## src/rtl/div_pkg.sv

```systemverilog
// Shared types and constants for the iterative divider issue controller.
package div_pkg;

    typedef enum logic [1:0] {
        ST_IDLE = 2'd0,
        ST_BUSY = 2'd1,
        ST_DONE = 2'd2
    } div_state_e;

    localparam int unsigned DIV_ITERS = 32;
    localparam int unsigned CNT_W     = 6;

    localparam logic OP_QUO = 1'b0;
    localparam logic OP_REM = 1'b1;

    function automatic logic [31:0] cond_neg(input logic [31:0] v, input logic neg);
        return neg ? (~v + 32'd1) : v;
    endfunction

endpackage

```

## src/rtl/div_core.sv

```systemverilog
// One-bit-per-cycle restoring divider on 32-bit magnitudes; sequencing is external.
module div_core (
    input  logic        clk,
    input  logic        resetn,
    input  logic        load_i,
    input  logic        step_i,
    input  logic [31:0] dividend_i,
    input  logic [31:0] divisor_i,
    output logic [31:0] quo_o,
    output logic [31:0] rem_o
);

    logic [31:0] quo_q, quo_d;
    logic [31:0] rem_q, rem_d;
    logic [31:0] dvs_q, dvs_d;
    logic [32:0] rem_shift;
    logic [32:0] diff;

    // Dividend bits shift out of the quotient register into the partial remainder.
    always_comb begin
        quo_d     = quo_q;
        rem_d     = rem_q;
        dvs_d     = dvs_q;
        rem_shift = {rem_q, quo_q[31]};
        diff      = rem_shift - {1'b0, dvs_q};
        if (load_i) begin
            quo_d = dividend_i;
            rem_d = 32'd0;
            dvs_d = divisor_i;
        end else if (step_i) begin
            if (!diff[32]) begin
                rem_d = diff[31:0];
                quo_d = {quo_q[30:0], 1'b1};
            end else begin
                rem_d = rem_shift[31:0];
                quo_d = {quo_q[30:0], 1'b0};
            end
        end
    end

    always_ff @(posedge clk or negedge resetn) begin
        if (!resetn) begin
            quo_q <= 32'd0;
            rem_q <= 32'd0;
            dvs_q <= 32'd0;
        end else begin
            quo_q <= quo_d;
            rem_q <= rem_d;
            dvs_q <= dvs_d;
        end
    end

    assign quo_o = quo_q;
    assign rem_o = rem_q;

endmodule

```

## src/rtl/div_issue_ctrl.sv

```systemverilog
// Issue/retire controller for the iterative divider with valid/ready on both sides.
// DIV_ZERO_FAST_EN: when defined, a zero divisor completes one edge after accept.
//
// state   | meaning
// IDLE    | no operation held, ready for a request
// BUSY    | core iterating, counter tracks completed steps
// DONE    | result presented on out_result until out_ready
module div_issue_ctrl
    import div_pkg::*;
(
    input  logic        clk,
    input  logic        resetn,
    input  logic        req_valid,
    output logic        req_ready,
    input  logic        req_signed,
    input  logic        req_rem,
    input  logic [31:0] req_x,
    input  logic [31:0] req_y,
    input  logic        flush,
    output logic        out_valid,
    input  logic        out_ready,
    output logic [31:0] out_result,
    output logic        busy
);

`ifdef DIV_ZERO_FAST_EN
    localparam logic ZERO_FAST = 1'b1;
`else
    localparam logic ZERO_FAST = 1'b0;
`endif

    localparam logic [CNT_W-1:0] LAST_CNT = CNT_W'(DIV_ITERS);

    div_state_e       state_q, state_d;
    logic [CNT_W-1:0] cnt_q, cnt_d;
    logic             op_q, op_d;
    logic             negq_q, negq_d;
    logic             negr_q, negr_d;
    logic             yzero_q, yzero_d;
    logic [31:0]      result_q, result_d;

    logic        accept;
    logic        fast_zero;
    logic        core_step;
    logic [31:0] x_mag, y_mag;
    logic [31:0] quo_mag, rem_mag;
    logic [31:0] fin_quo, fin_rem;

    assign req_ready = ~flush & ((state_q == ST_IDLE) | ((state_q == ST_DONE) & out_ready));
    assign accept    = req_valid & req_ready;
    assign fast_zero = ZERO_FAST & (req_y == 32'd0);

    assign x_mag = cond_neg(req_x, req_signed & req_x[31]);
    assign y_mag = cond_neg(req_y, req_signed & req_y[31]);

    // A zero divisor leaves the core quotient all-ones, but sign fix-up would corrupt it.
    assign fin_quo = yzero_q ? 32'hFFFF_FFFF : cond_neg(quo_mag, negq_q);
    assign fin_rem = cond_neg(rem_mag, negr_q);

    div_core u_core (
        .clk        (clk),
        .resetn     (resetn),
        .load_i     (accept),
        .step_i     (core_step),
        .dividend_i (x_mag),
        .divisor_i  (y_mag),
        .quo_o      (quo_mag),
        .rem_o      (rem_mag)
    );

    always_comb begin
        state_d   = state_q;
        cnt_d     = cnt_q;
        op_d      = op_q;
        negq_d    = negq_q;
        negr_d    = negr_q;
        yzero_d   = yzero_q;
        result_d  = result_q;
        core_step = 1'b0;
        if (flush) begin
            state_d = ST_IDLE;
            cnt_d   = '0;
        end else begin
            unique case (state_q)
                ST_BUSY: begin
                    if (cnt_q == LAST_CNT) begin
                        state_d  = ST_DONE;
                        result_d = (op_q == OP_REM) ? fin_rem : fin_quo;
                    end else begin
                        cnt_d     = cnt_q + 6'd1;
                        core_step = 1'b1;
                    end
                end
                ST_DONE: begin
                    if (out_ready) state_d = ST_IDLE;
                end
                default: ;
            endcase
            // Accept is only possible from IDLE or a retiring DONE, so this overrides cleanly.
            if (accept) begin
                cnt_d   = '0;
                op_d    = req_rem;
                negq_d  = req_signed & (req_x[31] ^ req_y[31]);
                negr_d  = req_signed & req_x[31];
                yzero_d = (req_y == 32'd0);
                if (fast_zero) begin
                    state_d  = ST_DONE;
                    result_d = (req_rem == OP_REM) ? req_x : 32'hFFFF_FFFF;
                end else begin
                    state_d = ST_BUSY;
                end
            end
        end
    end

    always_ff @(posedge clk or negedge resetn) begin
        if (!resetn) begin
            state_q  <= ST_IDLE;
            cnt_q    <= '0;
            op_q     <= OP_QUO;
            negq_q   <= 1'b0;
            negr_q   <= 1'b0;
            yzero_q  <= 1'b0;
            result_q <= 32'd0;
        end else begin
            state_q  <= state_d;
            cnt_q    <= cnt_d;
            op_q     <= op_d;
            negq_q   <= negq_d;
            negr_q   <= negr_d;
            yzero_q  <= yzero_d;
            result_q <= result_d;
        end
    end

    assign out_valid  = (state_q == ST_DONE);
    assign busy       = (state_q != ST_IDLE);
    assign out_result = result_q;

endmodule

```

## config.mk

```make
export PLATFORM = sky130hd
export DESIGN_NAME = div_issue_ctrl
export DESIGN_NICKNAME = d
export VERILOG_FILES = /design/src/rtl/div_pkg.sv /design/src/rtl/div_core.sv /design/src/rtl/div_issue_ctrl.sv
export SDC_FILE = /design/constraint.sdc
export NUM_CORES = 1
export LEC_CHECK = 0
export ABC_AREA = 1
export CAP_MARGIN = 0
export CORE_MARGIN = 2
export CORE_UTILIZATION = 60
export CTS_BUF_LIST = sky130_fd_sc_hd__clkbuf_2 sky130_fd_sc_hd__clkbuf_4 sky130_fd_sc_hd__clkbuf_8
export DETAILED_ROUTE_END_ITERATION = 16
export GPL_TIMING_DRIVEN = 0
export MAX_ROUTING_LAYER = met4
export PLACE_DENSITY = 0.87
export SYNTH_ARGS = -nofsm -noshare
export SYNTH_HDL_FRONTEND = slang
export SYNTH_SLANG_ARGS = --single-unit
```

## constraint.sdc

```tcl
create_clock -name clk -period 3.1 [get_ports clk]
set_clock_uncertainty 0.1 [all_clocks]
set_input_delay 0.62 -clock clk [delete_from_list [all_inputs] [get_ports clk]]
set_output_delay 0.62 -clock clk [all_outputs]
set_load 0.05 [all_outputs]
```

==> flow_metrics.py <==
metrics = {
    "status": {
        "status": "finished, final reports clean",
    },
    "sta": {
        "worst_slack_ns": 0.1795,
        "layout_min_cycle_time_ns": 2.920,
        "maxSlewViolCount": 0,
        "min_period_over_period": 0.9421,
        "max_slew_margin": 0.4251,
        "finalHoldViolations": 0,
        "max_freq_mhz": 342.4,
        "finalSetupViolCount": 0,
        "tightest_slew_ns": 0.8624,
        "rsz0062_at_grt": "no",
        "fin_hold_ws_ns": 0.001500,
    },
    "worst_hold_path": {
        "min-delay-path-class": "in -> async",
    },
    "power": {
        "power.density_mw_per_mm2": 698.1,
        "vdd.ir_drop.worst_v": 0.0003537,
        "seqPwrFrac": 0.248,
        "power.switching_mw": 5.266,
        "p_int_mw": 4.883,
        "combinationalPowerShare": 0.588,
        "p_leak_nw": 7.685,
        "power_frac_clock": 0.164,
        "switching_share": 0.5189,
    },
    "final_layout": {
        "design_area_mm2": 0.01454,
        "fill_cells": 1893,
        "drive_gt1_frac": 0.06208,
        "area_delta_synth_final_pct": 14.63,
        "finalNetCount": 2304,
        "n_antenna_cell": 0,
        "final_cells": 2482,
    },
    "global_routing": {
        "first_global_vias": 13350,
        "grt_antenna_before_repair": 0,
        "grt_max_degree": 90,
        "grt.total_usage": 0.4142,
        "grt_pass1_wl_um": 69960,
        "gr-total-overflow": 0,
    },
    "critical_path": {
        "worstSetupPathType": "in -> out",
        "slowest_stage": "clkdlybuf4s50_1",
        "startpoint_type": "input port",
        "critPathMaxStageDelay_ns": 0.84,
        "arrival_ns": 2.20,
        "critPathMostFrequentCell": "clkdlybuf4s50_1",
        "crit_family": "buffers and inverters",
        "cp.required_ns": 2.38,
        "worstPathMaxFanout": 4,
        "worstSetupEndpointType": "primary output",
        "path_buf_inv": 2,
        "worstPathCellList": "clkdlybuf4s50_1 > a21oi_2 > clkdlybuf4s50_1",
    },
    "synth": {
        "yosys.area_share.xor_xnor": 0.02624,
        "synth_edf_count": 0,
        "ys_seq_area_frac": 0.2762,
        "synthAdderAreaFrac": 0.03907,
        "synth_top_family_by_area": "simple AND/OR/NAND/NOR gates",
        "syn_nets": 2179,
        "synth_cells": 2069,
        "synth_compound_area_frac": 0.1111,
        "ys_ff_latch": 140,
        "yosys-top-cells-area": "dfrtp_1, nand2_1, nand3_1",
        "synthSimpleGateAreaFrac": 0.4329,
        "yosysTopAreaCell": "dfrtp_1",
        "synth_async_sr_flop_share": 1.000,
        "yosys_warnings": 0,
        "synthMuxAreaShare": 0,
        "synth-main-ff-cell": "dfrtp_1",
        "ys_top_cells_by_count": "nand2_1, inv_1, nand3_1",
        "yosysUniqueCellTypes": 45,
        "synth_most_common_cell": "nand2_1",
        "synth.cell_area_mm2": 0.01268,
        "synth_top_cell_area_share": 0.2762,
        "avgSynthCellArea_um2": 6.130,
    },
    "floorplan": {
        "die_h_um": 149.4,
        "ioPinCount": 106,
        "rows": 53,
        "die_x_um": 149.4,
        "die_area_mm2": 0.02232,
        "initial_core_util": 0.6071,
        "core_area_mm2": 0.02089,
    },
    "clock_tree": {
        "cts_resized": 0,
        "cts_max_path_buffers": 2,
        "cts_sinks": 140,
        "cts_root_buffer": "clkbuf_8",
        "path_clk_slew_ns": 0.09,
        "cts_tree": "built",
        "clock_latency_ns": 0.46,
        "cts_post_setup_buffers_inserted": 0,
        "ctsHoldBuffers": 0,
        "numCtsBuffers": 17,
        "h-tree-depth": 4,
    },
    "drt": {
        "routed_wirelength_um": 44230,
        "drc_errors": 0,
        "drt_iter0_drc": 1637,
        "first_pass_iters": 7,
        "wl_per_cell_um": 17.82,
        "vias": 14520,
        "ant_nets": 0,
        "via_per_inst": 5.848,
    },
    "placed_design": {
        "place_congestion": 1.097,
        "preCtsSetupSlack_ns": 0.09696,
        "place_area_mm2": 0.01411,
        "portBuffers": 105,
        "dp_cells": 2450,
        "dp_hpwl_um": 35570,
    },
    "flow_run": {
        "drv_cap": 0,
    },
}
## cells in the final DEF, fill, tap and decap left out, types with 5 or more instances in the layout
master           netlist  final
nand2_1              662    662
inv_1                297    297
nand3_1              242    242
nor2_1               186    186
dfrtp_1              140    140
clkdlybuf4s50_1        0    104
o21ai_0               97     97
a21oi_1               64     64
ha_1                  38     38
nand4_1               34     34
nor3_1                30     30
nand2_2               28     28
xor2_1                27     27
clkbuf_1              26     26
nand3_2               20     20
o221ai_1              18     18
clkbuf_8               0     18
buf_2                 16     16
o21bai_1              15     15
nand3b_1              14     14
o211ai_1              13     13
o22ai_1               13     13
xnor2_1               11     11
buf_1                 10     10
a31oi_1               10     10
inv_2                  7      7
inv_6                  0      7
nor2_2                 5      5
buf_4                  5      5
## per-stage QoR
step	TNS (ns)	power (mW)	utilization
detailed placement	0	8.234	0.6753
CTS	0	9.908	0.6960
floorplan	0	6.578	-
finish	0	10.15	0.6960
global route	0	10.83	0.6960
global placement	-559.64	8.095	0.6739
## final cells by class
type                       instances  area (um^2)  share of cell area
inverter                         308         1159             0.07970
multi-input combinational       1562         7727              0.5315
buffer                            59        292.8             0.02014
tap                              275        344.1             0.02367
clock buffer                      19        255.2             0.01756
clock inverter                    13        176.4             0.01214
timing repair buffer             106         1080             0.07428
sequential                       140         3503              0.2410
## layer usage
metal,vias up,GRT usage,share of wire
li1,6906,-,-
met4,0,0.1333,0.033
met5,-,-,0
met3,110,0.05810,0.098
met1,6677,0.5672,0.43
met2,822,0.6362,0.44
## path summary, 6_finish.rpt
check | startpoint | cells after the start | slack (ns) | to
max | flush | 3 | 0.18 | req_ready
min reg2reg | out_result[27] | 2 | 0.39 | out_result[27]
max reg2reg | u_core.quo_o[31] | 16 | 0.26 | u_core.rem_o[2]
min in group clk | out_result[27] | 2 | 0.39 | out_result[27]
max in group asynchronous | resetn | 2 | 2.09 | u_core.quo_o[16]
min | resetn | 1 | 0.002 | u_core.rem_o[2]
## power groups by stage
stage | sequential, mW | clock (mW) | combinational, mW
after floorplan | 2.43 | 0 | 4.15
after global placement | 2.50 | 0 | 5.59
after detailed placement | 2.52 | 0 | 5.72
after CTS | 2.48 | 1.66 | 5.77
after global routing | 2.53 | 1.75 | 6.55
final | 2.51 | 1.67 | 5.97
## registers in the layout, summed over array words and instances, names as in the netlist
name / count
u_core.dvs_q: 32
u_core.quo_o: 32
negq_q: 1
negr_q: 1
state_q: 2
u_core.rem_o: 32
out_result: 32
op_q: 1
yzero_q: 1
cnt_q: 6
## cell families (layout without fill, tap and decap cells)
kind of cell / count (synthesis) / after routing
buffers and inverters: 367 / 505
AOI/OAI and AO/OA: 241 / 241
adders and majority gates: 39 / 39
and+or+nand+nor: 1244 / 1244
xor gates and xnor gates: 38 / 38
DFF: 140 / 140
Note: power is estimated with default switching activity, not from simulation.
